`config.mk`:
```
export PLATFORM = sky130hd
export DESIGN_NAME = irq_req_encoder
export DESIGN_NICKNAME = d
export VERILOG_FILES = /design/src/rtl/irq_req_encoder.sv
export SDC_FILE = /design/constraint.sdc
export NUM_CORES = 1
export LEC_CHECK = 0
export ABC_CLOCK_PERIOD_IN_PS = 6600
export BUFFER_PORTS_ARGS = -buffer_cell sky130_fd_sc_hd__buf_2
export CORE_MARGIN = 1
export CORE_UTILIZATION = 37
export DETAILED_ROUTE_END_ITERATION = 8
export GPL_TIMING_DRIVEN = 0
export PLACE_DENSITY_LB_ADDON = 0.25
export RECOVER_POWER = 100
export SYNTH_ARGS = -nofsm -noshare
export SYNTH_HDL_FRONTEND = slang
export SYNTH_SLANG_ARGS = --single-unit
```
`constraint.sdc`:
```
create_clock -name cpu_clk_50M -period 6.6 [get_ports cpu_clk_50M]
set_clock_uncertainty 0.2 [all_clocks]
set_input_delay 0.33 -clock cpu_clk_50M [delete_from_list [all_inputs] [get_ports cpu_clk_50M]]
set_output_delay 0.33 -clock cpu_clk_50M [all_outputs]
set_load 0.01 [all_outputs]
```
`src/rtl/irq_req_encoder.sv`:
```
// Sequential 32-to-5 request encoder: edge-captured pending bits, masked selection, valid/ack hand-off.
// Define IRQ_ENC_RR_EN for round-robin winner selection; default is fixed lowest-index priority.
module irq_req_encoder (
    input  logic        cpu_clk_50M,
    input  logic        cpu_rst_n,
    input  logic [31:0] req_i,
    input  logic [31:0] mask_i,
    input  logic [31:0] clr_i,
    input  logic        ack_i,
    output logic        valid_o,
    output logic [4:0]  idx_o,
    output logic [31:0] onehot_o,
    output logic [31:0] pend_o,
    output logic [0:0]  state_o
);

    // Handshake: idx_o/onehot_o are stable while valid_o=1; a cycle with
    // valid_o=1 and ack_i=1 transfers the index, ack_i is ignored otherwise.
    localparam logic [0:0] IDLE    = 1'b0;
    localparam logic [0:0] PRESENT = 1'b1;

    logic [0:0]  state;
    logic [31:0] req_q;
    logic [31:0] pend;
    logic [31:0] edges;
    logic [31:0] ack_clear;
    logic [31:0] cand;
    logic [31:0] pend_next;
    logic [4:0]  win;
    logic        acked;
    logic        withdraw;

    assign edges     = req_i & ~req_q;
    assign acked     = valid_o & ack_i;
    assign ack_clear = acked ? onehot_o : 32'd0;
    assign pend_next = (pend & ~clr_i & ~ack_clear) | edges;
    assign cand      = pend & mask_i;
    assign withdraw  = ~mask_i[idx_o] | clr_i[idx_o];

`ifdef IRQ_ENC_RR_EN
    logic [4:0] rr_ptr;
    logic [4:0] scan;

    // Descending scan so the bit nearest rr_ptr is the last (winning) write.
    always_comb begin
        win  = 5'd0;
        scan = 5'd0;
        for (int k = 31; k >= 0; k--) begin
            scan = rr_ptr + 5'(k);
            if (cand[scan]) win = scan;
        end
    end

    always_ff @(posedge cpu_clk_50M or negedge cpu_rst_n) begin
        if (!cpu_rst_n) begin
            rr_ptr <= 5'd0;
        end else if (state == PRESENT && ack_i) begin
            rr_ptr <= idx_o + 5'd1;
        end
    end
`else
    always_comb begin
        win = 5'd0;
        for (int i = 31; i >= 0; i--) begin
            if (cand[i]) win = 5'(i);
        end
    end
`endif

    always_ff @(posedge cpu_clk_50M or negedge cpu_rst_n) begin
        if (!cpu_rst_n) begin
            state    <= IDLE;
            req_q    <= 32'd0;
            pend     <= 32'd0;
            valid_o  <= 1'b0;
            idx_o    <= 5'd0;
            onehot_o <= 32'd0;
        end else begin
            req_q <= req_i;
            pend  <= pend_next;
            case (state)
                IDLE: begin
                    if (cand != 32'd0) begin
                        state    <= PRESENT;
                        valid_o  <= 1'b1;
                        idx_o    <= win;
                        onehot_o <= 32'd1 << win;
                    end else begin
                        valid_o  <= 1'b0;
                        idx_o    <= 5'd0;
                        onehot_o <= 32'd0;
                    end
                end
                PRESENT: begin
                    if (ack_i || withdraw) begin
                        state    <= IDLE;
                        valid_o  <= 1'b0;
                        idx_o    <= 5'd0;
                        onehot_o <= 32'd0;
                    end
                end
                default: begin
                    state    <= IDLE;
                    valid_o  <= 1'b0;
                    idx_o    <= 5'd0;
                    onehot_o <= 32'd0;
                end
            endcase
        end
    end

    assign pend_o  = pend;
    assign state_o = state;

endmodule

```
==> out/qor.yml <==
min_from: "clr_i[4]"
whs_path_depth: 3
synth_cell_types: 62
max_freq_ghz: 0.229
holdWs_ns: 0.0564
vias: 4643
critical_path_buf_inv_count: 5
fin_setup_tns_ns: 0
placed_area_sq_um: 6010
endpoint_kind: "flop"
status: "complete, but fails checks"
portBuffers: 169
cts_max_level: 3
place_congestion: 0.888
numCtsBuffers: 9
clkLatencyLatePin_ns: 0.35
wirelength_microns: 16800
top_level_ports: 170
coreArea_sq_um: 12800
dieHeight_microns: 117
start_util_pct: 38.5
synth_area_sq_um: 4910
synth_area_leader_cell: "dfrtp_1"
r2r-end: "onehot_o[0]"
synthFlopType: "dfrtp_1"
hold_class: "in -> reg"
slew_viol_final: 41
cap_violations: 1
grt_start_max_net_pins: 64
period_share_pct: 66.1
drive_gt1_share_pct: 14.7
cts_tree: "done"
cp.required_ns: 6.67
setup_viol: 0
crit_path_cell_trace: "clkbuf_1 > clkbuf_1 > clkbuf_1 > nand3b_1 > o311ai_0 > nand2_1 > o31ai_1 > or2_0 > clkbuf_1 > buf_6 > o2bb2ai_1"
cts_resized: 0
p_leak_nw: 2.80
reg2reg_slack_ns: 2.24
n_antenna_cell: 0
area_delta_synth_final_pct: 32.2
holdBufCountCts: 33
cts.sinks: 103
multi_input_comb_area_sq_um: 2060
overflow: 0
power_switching_w: 0.000609
crit_top_cell: "clkbuf_1"
first_pass_iters: 5
avgSynthCellArea_sq_um: 10.5
worst_path_max_delay_cell: "o31ai_1"
nets: 780
dp_hpwl_microns: 12600
fin_crit_ns: 4.36
num_rows: 41
die_w_microns: 117
crit_fanout: 10
cpPeakStageDelay_ns: 0.77
cts_root_buf: "clkbuf_16"
cp.arrival_ns: 4.43
antenna_found_initial: 0
synth_fp_nets: 566
clock_path_buffers: 2
synthCells: 467
seqCellArea_sq_um: 2580
grt_util_all_layers_pct: 25.7
reg2regPathDepth: 11
hold_viol: 0
peakVddDrop_mv: 0.160
yosys_warnings: 0
start_kind: "flop"
rsz0062_at_grt: "no"
path_delay_family: "buffers and inverters"
routedWlPerCell_microns: 19.6
p_sw_share_pct: 33.8
clock_power_share_pct: 31.9
grt_pass1_wl_microns: 25500
clk_pin_slew_worst_paths_ns: 0.07
tightestPinTransition_ns: 2.40
hold_path_end: "pend_o[4]"
post-route-worst-setup-slack_ns: 2.24
avgViaCountPerCell: 5.42
dieArea_sq_um: 13700
violations: "capacitance limit, slew limit"
fill_cells: 1238
pwr-share-seq_pct: 40.7
slew_headroom_pct: -59.7
stdcell_area_sq_um: 6500
ys_ff_latch: 103
post_cts_buffers: 0
async_flop_share_pct: 100
comb_power_share_pct: 27.3
synth.area.top_cells: "dfrtp_1, nand3b_1, a32o_1"
finalCoreUtilization_pct: 50.9
place_ws_ns: 3.54
drc: 0
synth_edf_count: 0
timing.rr.start: "idx_o[0]"
yosysSeqAreaShare_pct: 52.4
synth_top_area_share_pct: 52.4
ant_nets: 0
grt_pass1_vias: 4427
crit_type: "reg -> reg"
drt_iter0_markers: 387
p_int_w: 0.00119
pwr_density_cell_nw_per_um2: 277
-- stage by stage --
step	total power, W	instances
global route	0.00188	857
CTS	0.00184	857
floorplan	0.00101	467
finish	0.00180	857
detailed placement	0.00125	809
global placement	0.00124	808
-- flip-flops by register name (all words and copies together), names as in the netlist --
| register | cells |
|---|---|
| state_o | 1 |
| onehot_o | 32 |
| req_q | 32 |
| valid_o | 1 |
| idx_o | 5 |
| pend_o | 32 |
-- metal layers --
layer	wire length, microns	GRT usage [%]	share of wire (%)	vias to the layer above
li1	-	-	-	2167
met1	7600	34.9	45	2271
met2	7910	41.2	47	185
met3	1050	5.61	6.2	20
met4	285	7.00	1.7	0
met5	0	0	0	-
-- worst reg2reg max path: cells and delay by family, from the launching register on --
| family | cells | cell delay, ns |
|---|---|---|
| AOI/OAI and AO/OA | 3 | 1.05 |
| buffers and inverters | 5 | 2.23 |
| DFF | 1 | 0.36 |
| and+or+nand+nor | 3 | 0.44 |
-- cells by family after synthesis --
| kind of cell | count (synthesis) | share of synthesized area (%) |
|---|---|---|
| AND/OR/NAND/NOR | 161 | 18.2 |
| AO/OA/AOI/OAI | 142 | 23.0 |
| flip-flops | 103 | 52.4 |
| buffers and inverters | 59 | 5.47 |
| multiplexers | 2 | 0.916 |
-- final cells by class --
| cell class | instances | area share (%) |
|---|---|---|
| Sequential cell | 103 | 39.7 |
| Clock buffer | 12 | 3.79 |
| Tap cell | 172 | 3.31 |
| Timing Repair Buffer | 203 | 16.6 |
| Inverter | 42 | 2.43 |
| Buffer | 17 | 1.37 |
| Clock inverter | 3 | 1.04 |
| Multi-Input combinational cell | 305 | 31.8 |
-- power by group through the flow --
stage / combinational, W / sequential (W) / clock [W]
3_5_place_dp: 0.000503 / 0.000744 / 0
6_report: 0.000492 / 0.000734 / 0.000575
5_1_grt: 0.000538 / 0.000741 / 0.000605
2_1_floorplan: 0.000263 / 0.000749 / 0
4_1_cts: 0.000519 / 0.000732 / 0.000588
3_3_place_gp: 0.000494 / 0.000742 / 0
-- cells in the mapped netlist (all sizes together), types with 2 or more instances --
master	n
a211oi	3
a21o	2
a21oi	4
a221oi	2
a22o	18
a22oi	7
a311o	3
a311oi	2
a31oi	3
a32o	25
and2	3
buf	9
clkbuf	8
dfrtp	103
inv	42
mux4	2
nand2	64
nand2b	3
nand3	5
nand3b	38
nand4	3
nor2	13
nor2b	8
nor3	6
nor3b	4
nor4	2
o2111ai	3
o211ai	3
o21ai	37
o2bb2ai	9
o311ai	5
o31ai	6
o41ai	2
or2	3
or3b	3
-- placed cells by master (no fill, tap or decap), types with 3 or more instances in the layout --
| cell | synthesis | final |
|---|---|---|
| dfrtp_1 | 103 | 103 |
| o21ai_0 | 36 | 36 |
| nor2_1 | 13 | 13 |
| nor3_1 | 6 | 6 |
| a311o_1 | 3 | 3 |
| a31oi_1 | 3 | 3 |
| o2bb2ai_1 | 9 | 9 |
| nor3b_1 | 4 | 4 |
| a32o_1 | 25 | 25 |
| or3b_1 | 3 | 3 |
| nand3b_1 | 38 | 38 |
| o31ai_1 | 4 | 5 |
| nand3_1 | 5 | 5 |
| nand2b_1 | 3 | 3 |
| nor2b_1 | 8 | 8 |
| a22o_1 | 18 | 18 |
| nand2_1 | 64 | 64 |
| buf_6 | 5 | 3 |
| dlygate4sd3_1 | 0 | 33 |
| a22oi_1 | 7 | 7 |
| inv_1 | 42 | 42 |
| clkbuf_16 | 0 | 9 |
| clkbuf_1 | 7 | 111 |
| o311ai_0 | 4 | 5 |
| a21oi_1 | 4 | 4 |
| buf_2 | 1 | 71 |
| o2111ai_1 | 3 | 3 |
-- worst max-delay path by stage --
stage	slack [ns]	endpoint	cells after the start	from
floorplan	4.25	idx_o[2]	8	idx_o[0]
global placement	3.55	idx_o[2]	9	idx_o[2]
detailed placement	3.54	idx_o[2]	9	idx_o[2]
CTS	3.52	idx_o[2]	9	idx_o[2]
global route	1.93	onehot_o[12]	11	idx_o[0]
finish	2.24	onehot_o[0]	11	idx_o[0]
Note: power is estimated with default switching activity, not from simulation.
